File: config.mk
export PLATFORM = sky130hd
export DESIGN_NAME = uart_rx_frame
export DESIGN_NICKNAME = d
export VERILOG_FILES = /design/src/rtl/uart_pkg.sv /design/src/rtl/uart_sync2.sv /design/src/rtl/uart_rx_frame.sv
export SDC_FILE = /design/constraint.sdc
export NUM_CORES = 1
export LEC_CHECK = 0
export CORE_MARGIN = 5
export CORE_UTILIZATION = 54
export DETAILED_ROUTE_END_ITERATION = 10
export PLACE_DENSITY = 0.78
export REMOVE_ABC_BUFFERS = 1
export SETUP_SLACK_MARGIN = 0.2
export SKIP_LAST_GASP = 1
export SLEW_MARGIN = 20
export SYNTH_ARGS = -nofsm -noshare
export SYNTH_HDL_FRONTEND = slang
export SYNTH_SLANG_ARGS = --single-unit
File: constraint.sdc
create_clock -name clk -period 1.95 [get_ports clk]
set_input_delay 0.39 -clock clk [delete_from_list [all_inputs] [get_ports clk]]
set_output_delay 0.39 -clock clk [all_outputs]
set_load 0.01 [all_outputs]
File: src/rtl/uart_pkg.sv
// Shared types and helpers for the UART receive path.
// Holds the deframer state encoding, default frame geometry and the 2-of-3 vote.
package uart_pkg;

  localparam int DATA_BITS_DEF  = 8;
  localparam int OVERSAMPLE_DEF = 16;

  typedef enum logic [2:0] {
    IDLE  = 3'd0,
    START = 3'd1,
    DATA  = 3'd2,
    STOP  = 3'd3,
    BREAK = 3'd4
  } state_t;

  function automatic logic majority3(input logic a, input logic b, input logic c);
    return (a & b) | (a & c) | (b & c);
  endfunction

endpackage

File: src/rtl/uart_sync2.sv
// Two-flop synchroniser for an asynchronous single-bit input.
// RESET_VAL lets the flops reset to the input's idle level.
module uart_sync2 #(
  parameter logic RESET_VAL = 1'b1
) (
  input  logic clk,
  input  logic rstN,
  input  logic d,
  output logic q
);

  logic meta;

  always_ff @(posedge clk or negedge rstN) begin
    if (!rstN) begin
      meta <= RESET_VAL;
      q    <= RESET_VAL;
    end else begin
      meta <= d;
      q    <= meta;
    end
  end

endmodule

File: src/rtl/uart_rx_frame.sv
// UART receive deframer: mid-bit start validation, 3-sample majority vote per bit,
// valid/ready output with frame-error and overrun pulses.
//
// Handshake: outData is offered while outValid=1 and is consumed on any clk edge
// where outValid && outReady; outValid stays high until then.
module uart_rx_frame
  import uart_pkg::*;
#(
  parameter int DATA_BITS  = DATA_BITS_DEF,
  parameter int OVERSAMPLE = OVERSAMPLE_DEF
) (
  input  logic                 clk,
  input  logic                 rstN,
  input  logic                 rxTick,
  input  logic                 rx,
  output logic [DATA_BITS-1:0] outData,
  output logic                 outValid,
  input  logic                 outReady,
  output logic                 frameError,
  output logic                 overrun,
  output logic                 busy,
  output logic [2:0]           dbg_state
);

  localparam int TICK_W = $clog2(OVERSAMPLE);
  localparam int BIT_W  = $clog2(DATA_BITS + 1);
  localparam logic [TICK_W-1:0] HALF_LAST = TICK_W'(OVERSAMPLE / 2 - 1);
  localparam logic [TICK_W-1:0] FULL_LAST = TICK_W'(OVERSAMPLE - 1);
  localparam logic [BIT_W-1:0]  BIT_LAST  = BIT_W'(DATA_BITS - 1);

  state_t                state;
  state_t                state_nxt;
  logic                  rx_s;
  logic [TICK_W-1:0]     tick_cnt;
  logic [BIT_W-1:0]      bit_cnt;
  logic [1:0]            hist;
  logic [DATA_BITS-1:0]  shift_reg;
  logic                  deliver_pend;

  logic                  vote;
  logic                  half_hit;
  logic                  full_hit;
  logic                  voting;
  logic                  shift_en;
  logic                  word_done;
  logic                  frame_bad;

  uart_sync2 #(.RESET_VAL(1'b1)) u_sync (
    .clk  (clk),
    .rstN (rstN),
    .d    (rx),
    .q    (rx_s)
  );

  // State register
  always_ff @(posedge clk or negedge rstN) begin
    if (!rstN) begin
      state <= IDLE;
      busy  <= 1'b0;
    end else begin
      state <= state_nxt;
      busy  <= (state_nxt != IDLE);
    end
  end

  // Next-state logic; the FSM only moves on oversample ticks
  always_comb begin
    state_nxt = state;
    if (rxTick) begin
      case (state)
        IDLE:    if (!rx_s) state_nxt = START;
        START:   if (half_hit) state_nxt = rx_s ? IDLE : DATA;
        DATA:    if (full_hit && bit_cnt == BIT_LAST) state_nxt = STOP;
        STOP:    if (full_hit) state_nxt = vote ? IDLE : BREAK;
        BREAK:   if (rx_s) state_nxt = IDLE;
        default: state_nxt = IDLE;
      endcase
    end
  end

  // Output / control decode
  always_comb begin
    vote      = majority3(hist[1], hist[0], rx_s);
    half_hit  = (tick_cnt == HALF_LAST);
    full_hit  = (tick_cnt == FULL_LAST);
    voting    = (state == DATA) || (state == STOP) || (state == BREAK);
    shift_en  = rxTick && (state == DATA) && full_hit;
    word_done = rxTick && (state == STOP) && full_hit && vote;
    frame_bad = rxTick && (state == STOP) && full_hit && !vote;
    dbg_state = state;
  end

  // Bit timing counters, vote history and shift register
  always_ff @(posedge clk or negedge rstN) begin
    if (!rstN) begin
      tick_cnt  <= '0;
      bit_cnt   <= '0;
      hist      <= 2'b11;
      shift_reg <= '0;
    end else if (rxTick) begin
      case (state)
        IDLE:    tick_cnt <= '0;
        START:   tick_cnt <= half_hit ? '0 : tick_cnt + 1'b1;
        default: tick_cnt <= full_hit ? '0 : tick_cnt + 1'b1;
      endcase
      if (state == IDLE || state == START) bit_cnt <= '0;
      else if (shift_en)                   bit_cnt <= bit_cnt + 1'b1;
      if (voting) hist <= {hist[0], rx_s};
      if (shift_en) shift_reg <= {vote, shift_reg[DATA_BITS-1:1]};
    end
  end

  // Delivery happens the cycle after the stop decision; shift_reg is stable until the next DATA state.
  always_ff @(posedge clk or negedge rstN) begin
    if (!rstN) begin
      deliver_pend <= 1'b0;
      frameError   <= 1'b0;
      overrun      <= 1'b0;
      outData      <= '0;
      outValid     <= 1'b0;
    end else begin
      deliver_pend <= word_done;
      frameError   <= frame_bad;
      overrun      <= deliver_pend && outValid && !outReady;
      if (deliver_pend && (!outValid || outReady)) begin
        outData  <= shift_reg;
        outValid <= 1'b1;
      end else if (outValid && outReady) begin
        outValid <= 1'b0;
      end
    end
  end

endmodule

==> results of run 1 <==
worst min-delay path by stage:
| stage | end | depth (start not counted) | start |
|---|---|---|---|
| after floorplan | bit_cnt[0] | 0 | rstN |
| after detailed placement | u_sync.q | 0 | u_sync.meta |
| after CTS | u_sync.q | 0 | u_sync.meta |
| after global routing | u_sync.q | 0 | u_sync.meta |
| final | u_sync.q | 0 | u_sync.meta |
| after global placement | u_sync.q | 0 | u_sync.meta |
metrics by stage:
step	setup TNS, ps	instances	hold WS, ps	power [mW]	area (um2)
final	0	205	364	2.16	2030
after global routing	0	205	371	2.29	2030
after CTS	0	201	366	2.09	1990
after detailed placement	-290	189	350	1.54	1880
after global placement	0	189	345	1.51	1880
after floorplan	0	130	94.4	1.32	1580
cells in the final DEF, fill, tap and decap left out, types with 3 or more instances in the layout:
cell and count:
nor3_1 3, mux2_2 16, dfstp_2 4, o21ai_0 5, nand2_1 3, dfrtp_2 4
dfrtp_1 28, clkbuf_4 5, clkdlybuf4s50_1 19, a21oi_1 4, nand2b_1 3, nor2_1 10
inv_1 7, buf_4 17
metal layers:
layer	vias up	GRT usage, %	part of all wire, %
met1	595	23.6	45
met5	-	0	0
met3	7	5.35	4.8
met2	33	27.1	48
li1	571	-	-
met4	0	8.71	2.1
kinds of logic (layout without fill, tap and decap cells):
| family | count (synthesis) | after routing |
|---|---|---|
| AO/OA/AOI/OAI | 29 | 29 |
| XOR/XNOR | 2 | 2 |
| adder cells (fa/ha/maj) | 3 | 3 |
| buffers and inverters | 14 | 52 |
| flip-flops | 36 | 36 |
| multiplexers | 18 | 18 |
| AND/OR/NAND/NOR | 34 | 34 |
area by class of cell:
type	count	area share [%]
flip-flops and latches	36	44.8
multi-input cells	86	32.4
repair buffers	36	15.6
clock buffers	6	2.03
well taps	31	1.91
clock inverters	2	1.72
inverters	8	1.48
power groups by stage:
stage / Clock, mW / Sequential, mW / Combinational (mW)
2_1_floorplan: 0 / 0.984 / 0.332
3_3_place_gp: 0 / 0.997 / 0.511
3_5_place_dp: 0 / 1.01 / 0.534
4_1_cts: 0.529 / 0.966 / 0.593
5_1_grt: 0.572 / 0.996 / 0.722
6_report: 0.524 / 0.980 / 0.653
what timing repair did:
action / in CTS / in global routing
hold buffers: 0 / 0
setup buffers: 4 / 4
resized for setup: 4 / 2
setup endpoints to repair: 12 / 11
==> flow_summary.toml, run 1 <==
[die]
die_area_um2 = 4180
start_util_pct = 57.5
die_h_um = 64.7
num_rows = 19
die_w_um = 64.7
ios = 20
coreArea_um2 = 2810

[worst_setup_path]
crit_chain = "clkdlybuf4s50_1"
worstPathMaxFanout = 5
crit_buf_inv = 1
ff2ff_setup_slack_ps = 260
rr_endpoint = "shift_reg[6]"
critPathLaunchType = "register"
crit_path_end = "dbg_state[0]"
worstPathArrival_ps = 1320
slowest_delay_ps = 550
crit_start = "dbg_state[0]"
crit_type = "reg2out"
cp_slowest_cell = "clkdlybuf4s50_1"
end_kind = "output pin"
critPathTopFamily = "buffers and inverters"
cp.required_ps = 1560
worstReg2RegStart = "dbg_state[2]"
rr_worst_depth = 5
cp_num_cells = 1

[logic_synthesis]
synth_commonest_cells = "dfrtp_1, mux2_2, nor2_1"
synth_top_family_by_area = "compound AO/OA/AOI/OAI gates"
synth-compound-area-share_pct = 13.2
synthMuxAreaShare_pct = 12.4
synthTopCellsByArea = "dfrtp_1, mux2_2, dfstp_2"
yosysSeqAreaShare_pct = 56.1
yosysUniqueCellTypes = 43
async_flop_share_pct = 100
synthSimpleGateAreaFrac_pct = 11.2
synthFlopType = "dfrtp_1"
syn_inst = 136
yosys_warnings = 0
synth_edf_count = 0
netlist.area_leader.share_pct = 49.6
synth_seq_cells = 36
synth_top_cell_by_area = "dfrtp_1"
syn_area_per_cell_um2 = 11.9
synth-xor-area-share_pct = 1.09
synthAdderAreaFrac_pct = 2.17
syn_area_um2 = 1610
synth.most_common_cell = "dfrtp_1"

[place]
dp_hpwl_um = 2230
post-place-ws_ps = -36.3
port_buffers = 19
gp_congestion = 0.832

[cts]
root_buffer = "clkbuf_4"
cts_tree = "built"
clk_pin_slew_ps = 100
cts_max_level = 2
cts_sinks = 36
numCtsBuffers = 5
insertion_delay_ps = 350
clock_path_buffers = 2

[global_routing]
grt_pass1_wl_um = 5700
grt_antenna_before_repair = 0
grt_pass1_vias = 1165
grt_max_degree = 37
grt.total_usage_pct = 17.9
grt.overflow.total = 0

[sta]
fin_ws_ps = 238
drv_slew = 0
period_share_pct = 87.8
clock.fmax_mhz = 584
setup_viol = 0
period_minus_slack_ps = 1710
max_slew.worst_pin.slew_ps = 451
rsz0062_at_grt = "false"
finalHoldViolCount = 0
slew_headroom_pct = 69.5
skew_ps = 9.49

[power]
p_leak_nw = 0.909
p_int_mw = 1.45
p_comb_share_pct = 30.3
power_density_nw_per_um2 = 1060
power_frac_clock_pct = 24.3
p_seq_share_pct = 45.4
ir_drop_mv = 0.574
p_sw_mw = 0.712
switching_share_pct = 33.0

[detailed_routing]
wl_per_cell_um = 16.2
first_iter_violations = 45
routed_wirelength_um = 3310
drc = 0
ant_nets = 0
avgViaCountPerCell = 5.88
via_count = 1206
dr.pass1.iters = 4

[layout]
ff_latch_area_um2 = 911
multi_input_area_um2 = 658
fill_cells = 193
syn_to_final_growth_pct = 25.9
layout-drive-gt1-share_pct = 30.5
n_antenna_cell = 0
utilization_pct = 72.4
nNetsFinal = 180

[job]
cap_violations = 0

[hold_path]
hp-class = "reg2reg"

[run_status]
status = "finished, final reports clean"
Note: power is estimated with default switching activity, not from simulation.
==> run 2, diff against run 1 <==
--- a/config.mk
+++ b/config.mk
@@ -7,6 +7,7 @@
 export LEC_CHECK = 0
 export CORE_MARGIN = 5
 export CORE_UTILIZATION = 54
+export CTS_CLUSTER_DIAMETER = 150
 export DETAILED_ROUTE_END_ITERATION = 10
 export PLACE_DENSITY = 0.78
 export REMOVE_ABC_BUFFERS = 1
==> results of run 2 <==
No change in the layout: final DEF, timing and power equal those of run 1.
==> run 3, diff against run 2 <==
==> constraint.sdc (replaced) <==
create_clock -name clk -period 1.95 [get_ports clk]
set_input_delay 0.39 -clock clk [delete_from_list [all_inputs] [get_ports clk]]
set_output_delay 0.39 -clock clk [all_outputs]
set_load 0.02 [all_outputs]
==> flow_summary.toml, run 3 (synthesis gave the netlist of run 1 again) <==
[worst_setup_path]
cp.required_ps = 1560
critPathLaunchType = "register"
worstPathArrival_ps = 1310
worstPathMaxFanout = 1
critPathTopFamily = "buffers and inverters"
cp_slowest_cell = "clkdlybuf4s50_1"
crit_buf_inv = 1
slowest_delay_ps = 600
crit_type = "reg2out"
crit_chain = "clkdlybuf4s50_1"
end_kind = "output pin"

[layout]
utilization_pct = 70.7
syn_to_final_growth_pct = 22.9
ff_latch_area_um2 = 910
layout-drive-gt1-share_pct = 26.5
n_antenna_cell = 0
nNetsFinal = 172
most-common-layout-cells = "dfrtp_1, mux2_2, nor2_1"
fill_cells = 197
finalNonFillerCells = 197
multi_input_area_um2 = 658
final_common_cell = "dfrtp_1"

[cts]
ctsHoldBuffers = 0
cts_max_level = 2
cts_setup_buffers = 0
clock_path_buffers = 2
clk_pin_slew_ps = 110
cts_tree = "built"
insertion_delay_ps = 350
root_buffer = "clkbuf_4"
cts_sinks = 36
numCtsBuffers = 5

[die]
ios = 20
die_area_um2 = 4180
start_util_pct = 57.5
die_w_um = 64.7
die_h_um = 64.7
coreArea_um2 = 2810
num_rows = 19

[global_routing]
grt.overflow.total = 0
grt.total_usage_pct = 17.3
use_met3_pct = 4.49
busiest_layer = "met2"
grt_util_met1_pct = 22.8
grt_pass1_vias = 1150
grt_antenna_before_repair = 0
grt_max_degree = 37
gr-usage-met2_pct = 26.5
grt_pass1_wl_um = 5530

[sta]
setup_viol = 0
period_minus_slack_ps = 1700
clock.fmax_mhz = 587
rsz0062_at_grt = "false"
period_share_pct = 87.3
slew_headroom_pct = 68.0
finalHoldViolCount = 0
skew_ps = 10.0
drv_slew = 0
fin_ws_ps = 247
max_slew.worst_pin.slew_ps = 473

[place]
gp_congestion = 0.832
post-place-ws_ps = -36.3
port_buffers = 19
dp_cells = 189
dp_hpwl_um = 2230

[detailed_routing]
drc = 0
dr.pass1.iters = 4
via_count = 1164
avgViaCountPerCell = 5.91
ant_nets = 0
routed_wirelength_um = 3080
first_iter_violations = 46
wl_per_cell_um = 15.7

[power]
p_sw_mw = 0.704
p_seq_share_pct = 48.4
ir_drop_mv = 0.535
power_density_nw_per_um2 = 1050
p_comb_share_pct = 26.6
p_int_mw = 1.39
switching_share_pct = 33.7
p_leak_nw = 1.01
power_frac_clock_pct = 25.0

[hold_path]
hp-class = "reg2reg"

[job]
cap_violations = 0

[run_status]
status = "finished, final reports clean"
[run 3: cell count changes in the layout (fill, tap and decap cells not counted), sizes merged]
cell,previous run,this run
clkdlybuf4s50,19,9
buf,17,9
dlymetal6s2s,0,7
dlygate4sd2,0,3
[run 3: path summary, 6_finish.rpt]
check | start | end | slack (ps) | cells past startpoint
max | busy | busy | 250 | 1
min | u_sync.meta | u_sync.q | 360 | 0
max reg2reg | dbg_state[2] | shift_reg[6] | 290 | 4
min reg2reg | u_sync.meta | u_sync.q | 360 | 0
max in group asynchronous | rstN | u_sync.meta | 1160 | 2
min in group asynchronous | rstN | outData[7] | 450 | 2
[run 3: metrics by stage]
| step | total power, mW | setup TNS, ps | area [um2] | hold slack [ps] |
|---|---|---|---|---|
| floorplan | 1.33 | 0 | 1580 | 94.4 |
| global placement | 1.53 | 0 | 1880 | 345 |
| detailed placement | 1.56 | -290 | 1880 | 350 |
| CTS | 2.07 | 0 | 1960 | 366 |
| global route | 2.22 | 0 | 1980 | 371 |
| finish | 2.09 | 0 | 1980 | 363 |
[run 3: power groups by stage]
| stage | clock, mW | sequential (mW) | combinational (mW) |
|---|---|---|---|
| after floorplan | 0 | 1.00 | 0.332 |
| after global placement | 0 | 0.997 | 0.530 |
| after detailed placement | 0 | 1.01 | 0.553 |
| after CTS | 0.529 | 0.997 | 0.546 |
| after global routing | 0.570 | 1.03 | 0.621 |
| final | 0.522 | 1.01 | 0.556 |
[run 3: per-layer routing]
| metal | part of all wire (%) | wire length [um] | vias to the layer above |
|---|---|---|---|
| met5 | 0 | 0 | - |
| met4 | 2.3 | 70 | 0 |
| met3 | 4.5 | 140 | 7 |
| met2 | 48 | 1480 | 31 |
| met1 | 45 | 1400 | 571 |
| li1 | - | - | 555 |
[run 3: layout make-up]
| cell class | instances | share of cell area [%] |
|---|---|---|
| Multi-Input combinational cell | 86 | 33.2 |
| Sequential cell | 36 | 45.8 |
| Timing Repair Buffer | 28 | 13.7 |
| Clock inverter | 2 | 1.77 |
| Clock buffer | 6 | 2.08 |
| Inverter | 8 | 1.51 |
| Tap cell | 31 | 1.95 |
[run 3: what timing repair did]
item	in CTS	in global routing
endpoints found under the hold margin	0	0
setup endpoints to repair	12	17
pin swaps	0	0
resized for setup	6	9
